**src/rtl/alu_op_sequencer.sv**
```systemverilog
// alu_op_sequencer: runs one request at a time through an external ALU and
// returns its result, with illegal-op/div-by-zero rejection and a WAIT timeout.
//
// Ports
//   clk, rst_n                      clock, async active-low reset
//   req_valid/ready, req_op/x/y     command request channel
//   alu_op/x/y                      operation driven into the ALU
//   alu_done/result/remainder       completion and data back from the ALU
//   rsp_valid/ready, rsp_result,    response channel
//   rsp_remainder, rsp_err
//   busy                            high in every state except IDLE
module alu_op_sequencer #(
  parameter int unsigned TIMEOUT = 255
) (
  input  logic        clk,
  input  logic        rst_n,
  input  logic        req_valid,
  output logic        req_ready,
  input  logic [4:0]  req_op,
  input  logic [31:0] req_x,
  input  logic [31:0] req_y,
  output logic [4:0]  alu_op,
  output logic [31:0] alu_x,
  output logic [31:0] alu_y,
  input  logic        alu_done,
  input  logic [66:0] alu_result,
  input  logic [32:0] alu_remainder,
  output logic        rsp_valid,
  input  logic        rsp_ready,
  output logic [66:0] rsp_result,
  output logic [32:0] rsp_remainder,
  output logic        rsp_err,
  output logic        busy
);

  localparam logic [1:0] S_IDLE  = 2'd0;
  localparam logic [1:0] S_ISSUE = 2'd1;
  localparam logic [1:0] S_WAIT  = 2'd2;
  localparam logic [1:0] S_RESP  = 2'd3;

  localparam logic [15:0] TO_LAST = 16'(TIMEOUT - 1);
  localparam logic [4:0]  OP_DIV  = 5'd4;

  logic [1:0]  state;
  logic [4:0]  op_q;
  logic [31:0] x_q;
  logic [31:0] y_q;
  logic [15:0] cnt;
  logic        rdy_en;
  logic        legal;
  logic        bad;
  logic        drive;
  logic        accept;

  always_comb begin
    legal = 1'b0;
    unique case (1'b1)
      (req_op >= 5'd1 && req_op <= 5'd9): legal = 1'b1;
      default:                            legal = 1'b0;
    endcase
  end

  assign bad    = !legal || (req_op == OP_DIV && req_y == '0);
  assign accept = req_valid && req_ready;

  // rdy_en keeps req_ready low until the first edge after reset release.
  assign req_ready = rdy_en && (state == S_IDLE);
  assign busy      = (state != S_IDLE);
  assign rsp_valid = (state == S_RESP);

  assign drive  = (state == S_ISSUE) || (state == S_WAIT);
  assign alu_op = drive ? op_q : '0;
  assign alu_x  = drive ? x_q  : '0;
  assign alu_y  = drive ? y_q  : '0;

  always_ff @(posedge clk or negedge rst_n) begin
    if (!rst_n) begin
      state         <= S_IDLE;
      op_q          <= '0;
      x_q           <= '0;
      y_q           <= '0;
      cnt           <= '0;
      rdy_en        <= 1'b0;
      rsp_result    <= '0;
      rsp_remainder <= '0;
      rsp_err       <= 1'b0;
    end else begin
      rdy_en <= 1'b1;
      unique case (state)
        S_IDLE: begin
          if (accept) begin
            op_q <= req_op;
            x_q  <= req_x;
            y_q  <= req_y;
            if (bad) begin
              state         <= S_RESP;
              rsp_err       <= 1'b1;
              rsp_result    <= '0;
              rsp_remainder <= '0;
            end else begin
              state <= S_ISSUE;
            end
          end
        end
        // alu_done may still be high from the previous op here.
        S_ISSUE: begin
          state <= S_WAIT;
          cnt   <= '0;
        end
        S_WAIT: begin
          if (alu_done) begin
            state         <= S_RESP;
            rsp_err       <= 1'b0;
            rsp_result    <= alu_result;
            rsp_remainder <= (op_q == OP_DIV) ? alu_remainder : '0;
          end else begin
            cnt <= cnt + 16'd1;
            if (cnt == TO_LAST) begin
              state         <= S_RESP;
              rsp_err       <= 1'b1;
              rsp_result    <= '0;
              rsp_remainder <= '0;
            end
          end
        end
        S_RESP: begin
          if (rsp_ready) state <= S_IDLE;
        end
      endcase
    end
  end

endmodule

```
**config.mk**
```make
export PLATFORM = sky130hd
export DESIGN_NAME = alu_op_sequencer
export DESIGN_NICKNAME = d
export VERILOG_FILES = /design/src/rtl/alu_op_sequencer.sv
export SDC_FILE = /design/constraint.sdc
export NUM_CORES = 1
export LEC_CHECK = 0
export CORE_UTILIZATION = 38
export CTS_BUF_LIST = sky130_fd_sc_hd__clkbuf_8 sky130_fd_sc_hd__clkbuf_16
export DETAILED_ROUTE_END_ITERATION = 7
export GPL_TIMING_DRIVEN = 1
export PLACE_DENSITY_LB_ADDON = 0.1
export SYNTH_ARGS = -nofsm -noshare
export SYNTH_HDL_FRONTEND = slang
export SYNTH_SLANG_ARGS = --single-unit
```
**constraint.sdc**
```tcl
create_clock -name clk -period 2.14 [get_ports clk]
set_input_delay 0.535 -clock clk [delete_from_list [all_inputs] [get_ports clk]]
set_output_delay 0.535 -clock clk [all_outputs]
set_load 0.02 [all_outputs]
```
# ---- Word level (Yosys, flattened, before mapping)
# Index checks and enable logic that the tools add are counted.
dict set report totals {
  reg_bits 189
  latchBits 0
  ramBits 0
  rom_bits 0
  input_bits 174
  output_inout_bits 173
  elab_cells 67
  mem_count 0
}
dict set report classes {
  add_sub_neg 1
  mul 0
  div 0
  magnitude_cmp 2
  n_eq_ne 11
  shifts 0
  n_mux 28
  n_bitwise 0
  reduce_logical 16
}
# cell count
set op_table {}
lappend op_table {{2-to-1 mux 67 bit} 4}
lappend op_table {{2-to-1 mux 33 bit} 5}
lappend op_table {{case mux 67 bit (2 select lines)} 1}
lappend op_table {{case mux 33 bit (2 select lines)} 1}
lappend op_table {{2-to-1 mux 32 bit} 2}
lappend op_table {{logical NOT 32 bit} 1}
lappend op_table {{case mux 16 bit (2 select lines)} 1}
lappend op_table {{adder 16 x 1 -> 16 bit (second input constant)} 1}
lappend op_table {{== test 16 x 8 -> 1 bit (second input constant)} 1}
lappend op_table {{2-to-1 mux 16 bit} 1}
lappend op_table {{== test 5 x 3 -> 1 bit (second input constant)} 2}
lappend op_table {{2-to-1 mux 2 bit} 5}
lappend op_table {{case mux 2 bit (4 select lines)} 1}
lappend op_table {{!= test 2 bit (second input constant)} 3}
lappend op_table {{nonzero test 2 bit} 3}
lappend op_table {{>= comparator 5 x 1 -> 1 bit (second input constant)} 1}
lappend op_table {{<= comparator 5 x 4 -> 1 bit (second input constant)} 1}
lappend op_table {{2-to-1 mux 1 bit} 5}
lappend op_table {{2-to-1 mux 5 bit} 1}
lappend op_table {{== test 2 bit (second input constant)} 2}
lappend op_table {{logical AND 1 bit} 4}
lappend op_table {{AND reduction 2 bit} 2}
lappend op_table {{AND reduction 4 bit} 1}
lappend op_table {{!= test 3 x 2 -> 1 bit (second input constant)} 1}
lappend op_table {{7 further kinds} 8}

# ---- Depth between registers and ports, before layout
dict set report depth {
  ltp_word 8
  depth_mapped 9
  depth_no_buf 7
}

# ---- Least setup slack after synthesis
# No wires, ideal clock.
dict set report synth_timing {
  kind {flip-flop to flip-flop}
  startpoint {register state[0]}
  endpoint {register rsp_remainder[20]}
  setup_time_ns 0.121
  arrival_ns 2.003
  t_required_ns 2.019
  slack_ns 0.016
  path_stages_with_launch 10
  path_buffers 2
  period_less_slack_ns 2.124
  path_cell_list {dfrtp_1 inv_1 ha_1 nand3_1 a211o_1 a21boi_1 a211o_1 buf_6 buf_6 a22o_1}
}
dict set report synth_via {
  elab_chain_cells 5
  word_cells_on_any_way 10
  classes_between {eq/ne: 4; mux: 1; reduce/logical: 5}
}
# item line_no
set synth_lines {}
lappend synth_lines {{start: declaration} 44} ;# logic [1:0] state;
lappend synth_lines {{start signal: assignment} 78} ;# state <= S_IDLE;
lappend synth_lines {{start signal: assignment} 96} ;# state <= S_RESP;
lappend synth_lines {{start signal: assignment} 101} ;# state <= S_ISSUE;
lappend synth_lines {{logical NOT 2 bit} {67, 89}}
lappend synth_lines {{logical AND 1 bit} 67} ;# assign req_ready = rdy_en && (state == S_IDLE);
lappend synth_lines {{logical AND 1 bit} 64} ;# assign accept = req_valid && req_ready;
lappend synth_lines {{!= test 2 bit (no line)} --}
lappend synth_lines {{AND reduction 4 bit (no line)} --}
lappend synth_lines {{end signal: assignment} 115} ;# rsp_remainder <= (op_q == OP_DIV) ? alu_remainder : '0;
lappend synth_lines {{end: declaration} 31} ;# output logic [32:0] rsp_remainder,
# Several ways; a longest one is shown, not always the timed one.
# A chain may end at the register's enable or synchronous reset.

# ---- Worst setup path in the final report
dict set report layout_timing {
  startpoint {register state[1]}
  endpoint {output port alu_x[29]}
}
dict set report layout_via {
  elab_chain_cells 3
  word_cells_on_any_way 4
  classes_between {eq/ne: 2; mux: 1; reduce/logical: 1}
}
# item line_no
set layout_lines {}
lappend layout_lines {{== test 2 x 1 -> 1 bit / == test 2 bit (equally long branches)} 71} ;# assign drive = (state == S_ISSUE) || (state == S_WAIT);
lappend layout_lines {{logical OR 1 bit (*)} 71}
lappend layout_lines {{2-to-1 mux 32 bit (*)} 73} ;# assign alu_x = drive ? x_q : '0;
lappend layout_lines {{end: declaration} 23} ;# output logic [31:0] alu_x,
# Every way passes the cells marked *; elsewhere a longest branch is shown, timed or not.

==> key figures <==
Run status
  – Outcome: finished with violations
  – Failing checks: setup timing

Synthesis
  – Sequential share of the synthesized area: 60.7%
  – Syn_nets: 769
  – Mean Syn Cell Area: about 13 um^2
  – Largest family of logic cells by synthesized area: compound AO/OA/AOI/OAI gates
  – Post-Synth Simple-Gate Area: about 10%
  – Synth Instances: between 500 and 600
  – Fraction of registers with async set/reset: 100%
  – Synth Area in Compound Gates: roughly 14%
  – Post-synth EDFFs: 0
  – Synth area leader: dfrtp_1
  – Number of synthesized register bits: 189
  – Adder-cell share of the synthesized area: under 10%
  – Top post-synthesis cells by count: dfrtp_1, a22o_1, and2_1
  – Top-count cell post-synth: dfrtp_1
  – Most area-consuming cells after synthesis: dfrtp_1, a22o_1, mux2_2
  – Ys flop type: dfrtp_1
  – Yosys top cell area share: approximately three fifths
  – Post-Synth XOR/XNOR Area: 0%
  – Yosys cell types: 45
  – Mapped cell area: ~7800 um^2
  – Mux contribution to synthesized area: approximately a tenth
  – Synth warn: 0

Layout
  – Area growth from synthesis to layout: 72.2%
  – Design area: 13,400 um^2
  – NumNets Final: about 1,200
  – Layout cell share with drive strength beyond 1: 33.7%
  – Finished Layout Cells: between 1,000 and 1,500
  – Final design utilization: 66.5%

Global route
  – First-pass GRT wire length: roughly 40,000 um
  – Gr usage total: 25.2%
  – Vias in the first global route: between 6,000 and 7,000
  – Pin count of the biggest net entering global routing: 56
  – Grt ovf: 0
  – Antenna violations before repair: 5

Clock tree
  – Clk sinks: roughly 190
  – Clock latency on the worst-skew pair: roughly 440 ps
  – Root buffer cell: clkbuf_16
  – Longest Clk Path Bufs: 2
  – Worst-path clk slew: around 70 ps
  – TritonCTS Buffers: 17
  – H-tree level count: 4
  – CTS tree: done

Timing
  – Post-Route Skew: 16.1 ps
  – Fin crit share: 107%
  – Highest Clock Rate: roughly 0.44 GHz
  – Final Max Tran Viols: 0
  – Clock period minus worst slack: about 2300 ps
  – Setup TNS: -5580 ps
  – Final-report setup violation count: 74
  – Final worst slack: -153 ps
  – Hold Slack: ~26 ps
  – RSZ-0062 raised after global routing: yes
  – Final hold vios: 0

Floorplan
  – Row count: 52
  – IO Pins: roughly 350
  – Die H: 145 um
  – Die Footprint: around 21,000 um^2
  – Initial Util: about two fifths
  – Die Width: ~150 um
  – Core area: 20,200 um^2

Worst setup path
  – Slowest-stage cell, CP: ha_4
  – Critical path required time: roughly 1600 ps
  – Top cell by count, worst path: buf_12
  – Setup CP Type: reg2out
  – Crit path buffers/inverters: 4
  – Reg2reg start: state[0]
  – Cells along the critical path: inv_2 -> ha_4 -> buf_12 -> buf_16 -> and2_4 -> buf_12
  – CP delay by family, top: buffers and inverters
  – R2r worst-path depth: 10
  – Internal reg-to-reg setup slack: approximately 10 ps
  – CP arrival: 1760 ps
  – Crit path max fanout: 8
  – Crit-path max cell delay: roughly 370 ps
  – Worst setup EP type: primary output
  – R2R Path End: rsp_remainder[7]
  – Crit start category: flip-flop

Power
  – Sw Pwr: ~8 mW
  – Clock power frac: between 15 and 20%
  – Peak supply drop: roughly 0.99 mV
  – Power share of the combinational group: roughly three fifths
  – Static Leak: about 6.1 nW
  – Internal power: approximately 13 mW
  – Power Density: between 1500 and 2000 nW/um^2
  – Seq pwr share: around 26%
  – Switching Share: 37.0%
  – Pwr Total: 21.1 mW

Place
  – Port bufs: around 350
  – Hpwl dp: roughly 17,000 um
  – Post-DP Area: between 10,000 and 15,000 um^2
  – Place WS: -664 ps
  – Placed cells: between 1,000 and 1,500
  – GP Congestion: 0.890

Routing
  – Routed len/inst: approximately 21 um
  – Detailed Routing Iterations Pass 1: 4
  – Iter 0 DRT Violations: approximately 290
  – Routed wire length: 26,300 um
  – Vias/cell: 5.17
  – Via count: about 6,600
  – Remaining antenna violation count: 0
  – Drt drc: 0

Flow run
  – Max-cap viol count: 0

Min path
  – Hold WC Path Type: in2async
cell type report:
| type | instances | area (um^2) |
|---|---|---|
| fill | 1483 | 6750 |
| sequential | 189 | 4730 |
| timing repair buffer | 428 | 4580 |
| multi-input combinational | 350 | 3100 |
| clock buffer | 17 | 425 |
| tap | 270 | 338 |
| clock inverter | 15 | 194 |
| inverter | 10 | 37.5 |
| antenna | 5 | 12.5 |
how the worst max path moves through the flow:
stage               slack (ps)  cells after the start  startpoint                 to
detailed placement        -660                      7    req_y[0]      rsp_result[2]
global placement          -610                      7    req_y[0]   rsp_remainder[7]
floorplan                   20                      9    state[0]  rsp_remainder[20]
CTS                       -160                      6    state[1]          alu_x[29]
finish                    -150                      6    state[1]          alu_x[29]
global route              -220                      6    state[1]          alu_x[29]
cells by family (layout without fill, tap and decap cells):
group,count (synthesis),count (layout)
DFF,189,189
muxes,71,71
adders and majority gates,7,7
other,1,6
buffers and inverters,49,470
and+or+nand+nor,135,135
AOI/OAI and AO/OA,136,136
registers in the layout, summed over array words and instances, names as in the netlist:
register,flops
x_q,32
op_q,5
rsp_remainder,33
rdy_en,1
state,2
rsp_result,67
y_q,32
rsp_err,1
cnt,16
routing by layer:
layer / vias to the layer above / wire length (um) / track usage (%)
met5: - / 0 / 0
met4: 0 / 796 / 10.2
met3: 50 / 1920 / 7.70
met2: 283 / 13200 / 42.9
met1: 3327 / 10400 / 29.4
li1: 2973 / - / -
power by group through the flow:
stage               Sequential (mW)  Clock (mW)  Combinational [mW]
floorplan                      5.93           0                4.37
global placement               5.41           0                9.12
detailed placement             5.46           0                9.23
CTS                            5.44        3.31                12.9
global route                   5.62        3.47                13.0
finish                         5.46        3.23                12.4
repair_timing:
action / in CTS / in global routing
setup endpoints to repair: 172 / 170
cloned: 15 / 4
resized for setup: 513 / 43
pin swaps: 80 / 32
endpoints found under the hold margin: 0 / 0
buffers inserted: 18 / 9
hold buffers: 0 / 0
cell usage in the layout (no fill, tap or decap), drive strengths merged, types with 4 or more instances in the layout:
cell / n
a21oi: 4
a22o: 100
and2: 71
buf: 150
clkbuf: 21
clkdlybuf4s50: 240
clkinv: 9
dfrtp: 189
diode: 5
dlygate4sd2: 17
dlymetal6s2s: 17
ha: 7
inv: 16
mux2: 70
nand2: 13
nand3: 14
nand4: 5
nor2: 9
nor3: 4
nor4: 8
o21ai: 15
No activity file was read; power rests on OpenSTA's default activity.
==> RTL change 1, RTL diff (config.mk and constraints unchanged) <==
Register the output `rsp_err` once more, with the module's reset; this adds one clock of latency there. The other outputs are not delayed to match.
--- a/src/rtl/alu_op_sequencer.sv
+++ b/src/rtl/alu_op_sequencer.sv
@@ -41,6 +41,8 @@
   localparam logic [15:0] TO_LAST = 16'(TIMEOUT - 1);
   localparam logic [4:0]  OP_DIV  = 5'd4;
 
+  logic rsp_err_s0;
+
   logic [1:0]  state;
   logic [4:0]  op_q;
   logic [31:0] x_q;
@@ -83,7 +85,7 @@
       rdy_en        <= 1'b0;
       rsp_result    <= '0;
       rsp_remainder <= '0;
-      rsp_err       <= 1'b0;
+      rsp_err_s0    <= 1'b0;
     end else begin
       rdy_en <= 1'b1;
       unique case (state)
@@ -94,7 +96,7 @@
             y_q  <= req_y;
             if (bad) begin
               state         <= S_RESP;
-              rsp_err       <= 1'b1;
+              rsp_err_s0    <= 1'b1;
               rsp_result    <= '0;
               rsp_remainder <= '0;
             end else begin
@@ -110,14 +112,14 @@
         S_WAIT: begin
           if (alu_done) begin
             state         <= S_RESP;
-            rsp_err       <= 1'b0;
+            rsp_err_s0    <= 1'b0;
             rsp_result    <= alu_result;
             rsp_remainder <= (op_q == OP_DIV) ? alu_remainder : '0;
           end else begin
             cnt <= cnt + 16'd1;
             if (cnt == TO_LAST) begin
               state         <= S_RESP;
-              rsp_err       <= 1'b1;
+              rsp_err_s0    <= 1'b1;
               rsp_result    <= '0;
               rsp_remainder <= '0;
             end
@@ -130,5 +132,13 @@
     end
   end
 
+  always_ff @(posedge clk or negedge rst_n) begin
+    if (!rst_n) begin
+      rsp_err <= '0;
+    end else begin
+      rsp_err <= rsp_err_s0;
+    end
+  end
+
 endmodule
 
Formal check against the unedited RTL: not equivalent (Yosys sat finds a counterexample within 4 cycles, from zero or initial values and one cycle with rst_n low).
==> RTL change 1 against the unedited design <==
The flow still finishes with violations (negative setup slack); cell count grew 13%; area after synthesis grew 13%; final area grew 10%; combinational power grew 16%; total power grew 11%; register-to-register slack lost 360 ps; sequential cell count grew 1; setup slack lost 210 ps; wire length grew 1.8%; critical path type is now in -> reg; largest cell class is now buffers; highest routed layer unchanged.
==> RTL change 1: results (changes against the unedited design) <==
stage	metric	value	unit	change
yosys	synth_cell_type_count	34		-24%
setup_path	critical-path-slowest-cell	a221o_4		
status	failed_checks	negative setup slack		
setup_path	crit_family	compound AO/OA/AOI/OAI gates		
clock_tree	clkTransAtPathRegs	80	ps	
clock_tree	cts-htree-levels	4		unchanged
routing	drt_iter0_markers	252		-13%
global_route	use_met1	27.3	%	-2.1 points
yosys	ys_warn_count	0		unchanged
global_route	first_global_vias	7182		+2.6%
setup_path	critPathMaxStageDelay	500	ps	+130 ps
yosys	yosysSeqAreaShare	53.9	%	-6.8 points
clock_tree	root_buffer	clkbuf_16		
global_route	grt_max_degree	71		+27%
yosys	synth_area_leaders	dfrtp_1, mux2_2, mux2_4		
setup_path	critPathMaxFanout	15		+7
clock_tree	cts_inserted_buffers	17		unchanged
final_layout	layout.nets	1326		+13%
setup_path	cp.arrival	2820	ps	+1060 ps
yosys	netlist_top_cells_count	dfrtp_1, mux2_2, and2_1, and3_1, mux2_4		
global_route	grt_pass1_wl	40500	um	-0.56%
routing	first_pass_iters	4		unchanged
power	leakage	7.23	nW	+18%
yosys	ys.flop_type	dfrtp_1		
global_route	met2_usage	36.2	%	-6.7 points
clock_tree	clk_latency	440	ps	about the same
placement	port_buffers	346		unchanged
timing	relSlewSlack	60.5	%	
power	peakVddDrop	1090	uV	+10%
hold_path	min_path_type	in -> async		
timing	setup_violations	172		+130%
global_route	grt_util_met3	7.85	%	+0.14 points
routing	viasPerCell	4.89		-5.4%
status	outcome	finished, violations left		
routing	wl	26800	um	+1.8%
global_route	antenna_found_initial	2		-3
yosys	synth_nets	897		+17%
placement	place_congestion	0.785		-12%
yosys	async_flop_share	100	%	unchanged
global_route	grtUsageTotal	22.1	%	-3.1 points
placement	hpwl	18400	um	+5.3%
final_layout	drive_above_1_share	38.3	%	+4.6 points
clock_tree	clk_path_buf_depth	2		unchanged
timing	fin_ws	-365	ps	-212 ps
timing	finalClockSkew	12.8	ps	-3.30 ps
final_layout	largestRegisters	rsp_result: 67 flops, rsp_remainder: 33 flops		
final_layout	fillers	1780		+20%
[RTL change 1: path summary, 6_finish.rpt]
path                       slack [ps]  cells past startpoint       start              to
setup / recovery                 -370                      8   req_y[21]  rsp_result[31]
hold / removal                     60                      1       rst_n  rsp_result[58]
setup reg to reg                 -350                      7      cnt[8]  rsp_result[31]
hold reg to reg                   450                      0  rsp_err_s0         rsp_err
max in group asynchronous        1380                      2       rst_n        state[1]
min in group clk                  400                      2   req_y[23]         y_q[23]
[RTL change 1: report_power, final]
group	switching (W)	total, W	internal [W]
combinational	0.00600	0.0144	0.00844
sequential	0.000814	0.00575	0.00494
clock	0.00153	0.00318	0.00165
total	0.00834	0.0234	0.0150
[RTL change 1: worst reg2reg max path, cell delays in order, from the launching register on]
cell and delay, ps:
dfrtp_1 380, or4_4 550, nor3b_4 230, a31oi_4 160, a221o_4 430, buf_4 170
buf_12 150, mux2_4 310
[RTL change 1: through the flow]
stage | setup TNS [ps] | cell area (sq um) | power, W | cells | worst slack, ps
after floorplan | -2120 | 8830 | 0.0116 | 716 | -37.3
after global placement | -92200 | 13100 | 0.0167 | 1368 | -858
after detailed placement | -94110 | 13100 | 0.0168 | 1368 | -879
after CTS | -28920 | 14300 | 0.0226 | 1423 | -301
after global routing | -40880 | 14800 | 0.0245 | 1444 | -392
final | -33020 | 14800 | 0.0234 | 1445 | -365
[RTL change 1: layout make-up]
type / count / area share (%)
flip-flops and latches: 190 / 32.2
repair buffers: 453 / 33.1
clock inverters: 15 / 1.06
inverters: 42 / 1.07
well taps: 285 / 2.42
diodes: 2 / 0.0339
multi-input cells: 441 / 27.2
clock buffers: 17 / 2.88
[RTL change 1: what timing repair did]
item | in CTS | in global routing
cloned | 6 | 7
buffers inserted | 17 | 15
pin swaps | 5 | 14
setup endpoints to repair | 175 | 182
hold buffers | 0 | 0
gates resized for setup | 517 | 58
[RTL change 1: cell families after synthesis]
kind of cell,Yosys count,share of synthesized area (%)
flops,190,53.9
mux,173,24.0
compound gates,29,2.10
buf+inv,86,4.26
fa+ha+maj,7,0.993
simple gates,230,14.7
other cells,1,0.0425
[RTL change 1: routing by layer]
layer,vias up,share of wire (%)
met5,-,0
met4,0,1.8
met3,25,8.3
met2,264,47
met1,3457,43
li1,3315,-
==> RTL change 2, RTL diff (config.mk and constraints unchanged) <==
Made on the original files. `TIMEOUT`: 255 -> 191.
--- a/src/rtl/alu_op_sequencer.sv
+++ b/src/rtl/alu_op_sequencer.sv
@@ -10,7 +10,7 @@
 //   rsp_remainder, rsp_err
 //   busy                            high in every state except IDLE
 module alu_op_sequencer #(
-  parameter int unsigned TIMEOUT = 255
+  parameter int unsigned TIMEOUT = 191
 ) (
   input  logic        clk,
   input  logic        rst_n,
Check against the original RTL: no difference found for any inputs over 4 cycles, from zero or initial values and one cycle with rst_n low; that may be too few to reach the edited logic, so the function may still have changed.
==> RTL change 2 against the unedited design <==
The run still ends with negative setup slack left; setup slack improved by 67 ps; sequential cell count stayed put; count of clock-buffer cells in the layout grew 1; utilization down 0.99 points; final area fell by 1.5%; combinational power fell by 5%; largest power group unchanged; area after synthesis barely moved; cell count shrank 0.70%; wire length decreased by 3.1%; total power decreased by 1.1%.
==> RTL change 2: results (changes against the unedited design) <==
stage	metric	value	unit	change
power	p_seq	0.00571	W	+4.6%
routing	met3_wirelength	1590	um	-17%
power	power	0.0208	W	-1.1%
global_route	first_global_vias	6977		-0.29%
power	pwr-share-comb	56.8	%	-1.9 points
timing	setup_violations	94		+27%
global_route	use_met1	29.3	%	-0.085 points
power	p_sw	0.00766	W	-1.8%
global_route	antenna_found_initial	1		-4
timing	hold_ws	71.9	ps	+45.7 ps
global_route	grt_max_degree	61		+8.9%
final_layout	drive_above_1_share	30.6	%	-3.1 points
final_layout	buf_share	33.4	%	-0.70 points
status	outcome	finished, violations left		
global_route	met2_usage	41.7	%	-1.2 points
routing	routedWlPerCell	20.0	um	-2.4%
clock_tree	cts_resized	452		-12%
yosys	synth-compound-area-share	13.6	%	-0.57 points
final_layout	antennaDiodeCount	1		-4
routing	first_pass_iters	5		+1
yosys	synth_cell_type_count	42		-6.7%
routing	viasPerCell	5.12		-0.87%
timing	fin_ws	-86.8	ps	+66.6 ps
placement	place_congestion	0.827		-7.1%
setup_path	crit_family	flip-flops		
setup_path	r2r-end	rsp_result[59]		
yosys	synth_cells	584		-0.68%
placement	hpwl	16900	um	-2.9%
final_layout	seq-cell-share	35.8	%	+0.53 points
setup_path	rrSetupSlack	-20	ps	-30 ps
routing	drt_iter0_markers	237		-19%
timing	finalClockSkew	13.0	ps	-3.03 ps
final_layout	layout.nets	1172		-0.42%
routing	met1_length	10100	um	-2.9%
yosys	netlist_top_cells_count	dfrtp_1, a22o_1, and2_1, mux2_2, mux2_1		
yosys	yosysSeqAreaShare	60.7	%	about the same
setup_path	critical-path-slowest-cell	dfrtp_1		
power	leakage	6.01	nW	-2.1%
global_route	grt_util_met3	6.79	%	-0.91 points
final_layout	clock_buffers	18		+1
placement	place_area	11900	sq um	+0.47%
routing	route.met2.wl	13100	um	-1.1%
global_route	grtUsageTotal	24.4	%	-0.79 points
final_layout	fillers	1533		+3.4%
setup_path	cp.arrival	1690	ps	-70 ps
status	failed_checks	negative setup slack		
power	peakVddDrop	892	uV	-9.8%
clock_tree	postCtsSetupRepairBufs	10		-8
placement	post-place-ws	-640	ps	+24.7 ps
yosys	muxShareOfSynthArea	11.0	%	+0.77 points
yosys	synth_area_leaders	dfrtp_1, a22o_1, mux2_2		
final_layout	num-nonclk-inverters	8		-2
yosys	synthAdderAreaFrac	1.12	%	about the same
timing	fin_setup_tns	-4340	ps	+1240 ps
RTL change 2: cell types whose count changed in the layout (fill, tap and decap cells not counted), moves of 8 or more:
| cell | unedited run | this run |
|---|---|---|
| and2_4 | 59 | 39 |
| and2_1 | 11 | 33 |
| mux2_1 | 1 | 29 |
| nand3_1 | 13 | 4 |
| clkdlybuf4s15_1 | 0 | 9 |
| dlymetal6s2s_1 | 17 | 0 |
| nand2_1 | 13 | 21 |
| clkbuf_2 | 0 | 17 |
| mux2_2 | 69 | 41 |
RTL change 2: worst max path at each step:
stage                        end      start  slack, ps
6_report               alu_op[2]   state[1]        -90
5_1_grt                 alu_y[1]   state[1]       -130
2_1_floorplan            op_q[0]   state[0]         10
3_3_place_gp      rsp_result[13]  req_y[24]       -630
3_5_place_dp   rsp_remainder[23]  req_y[24]       -640
4_1_cts                 alu_y[6]   state[1]       -160
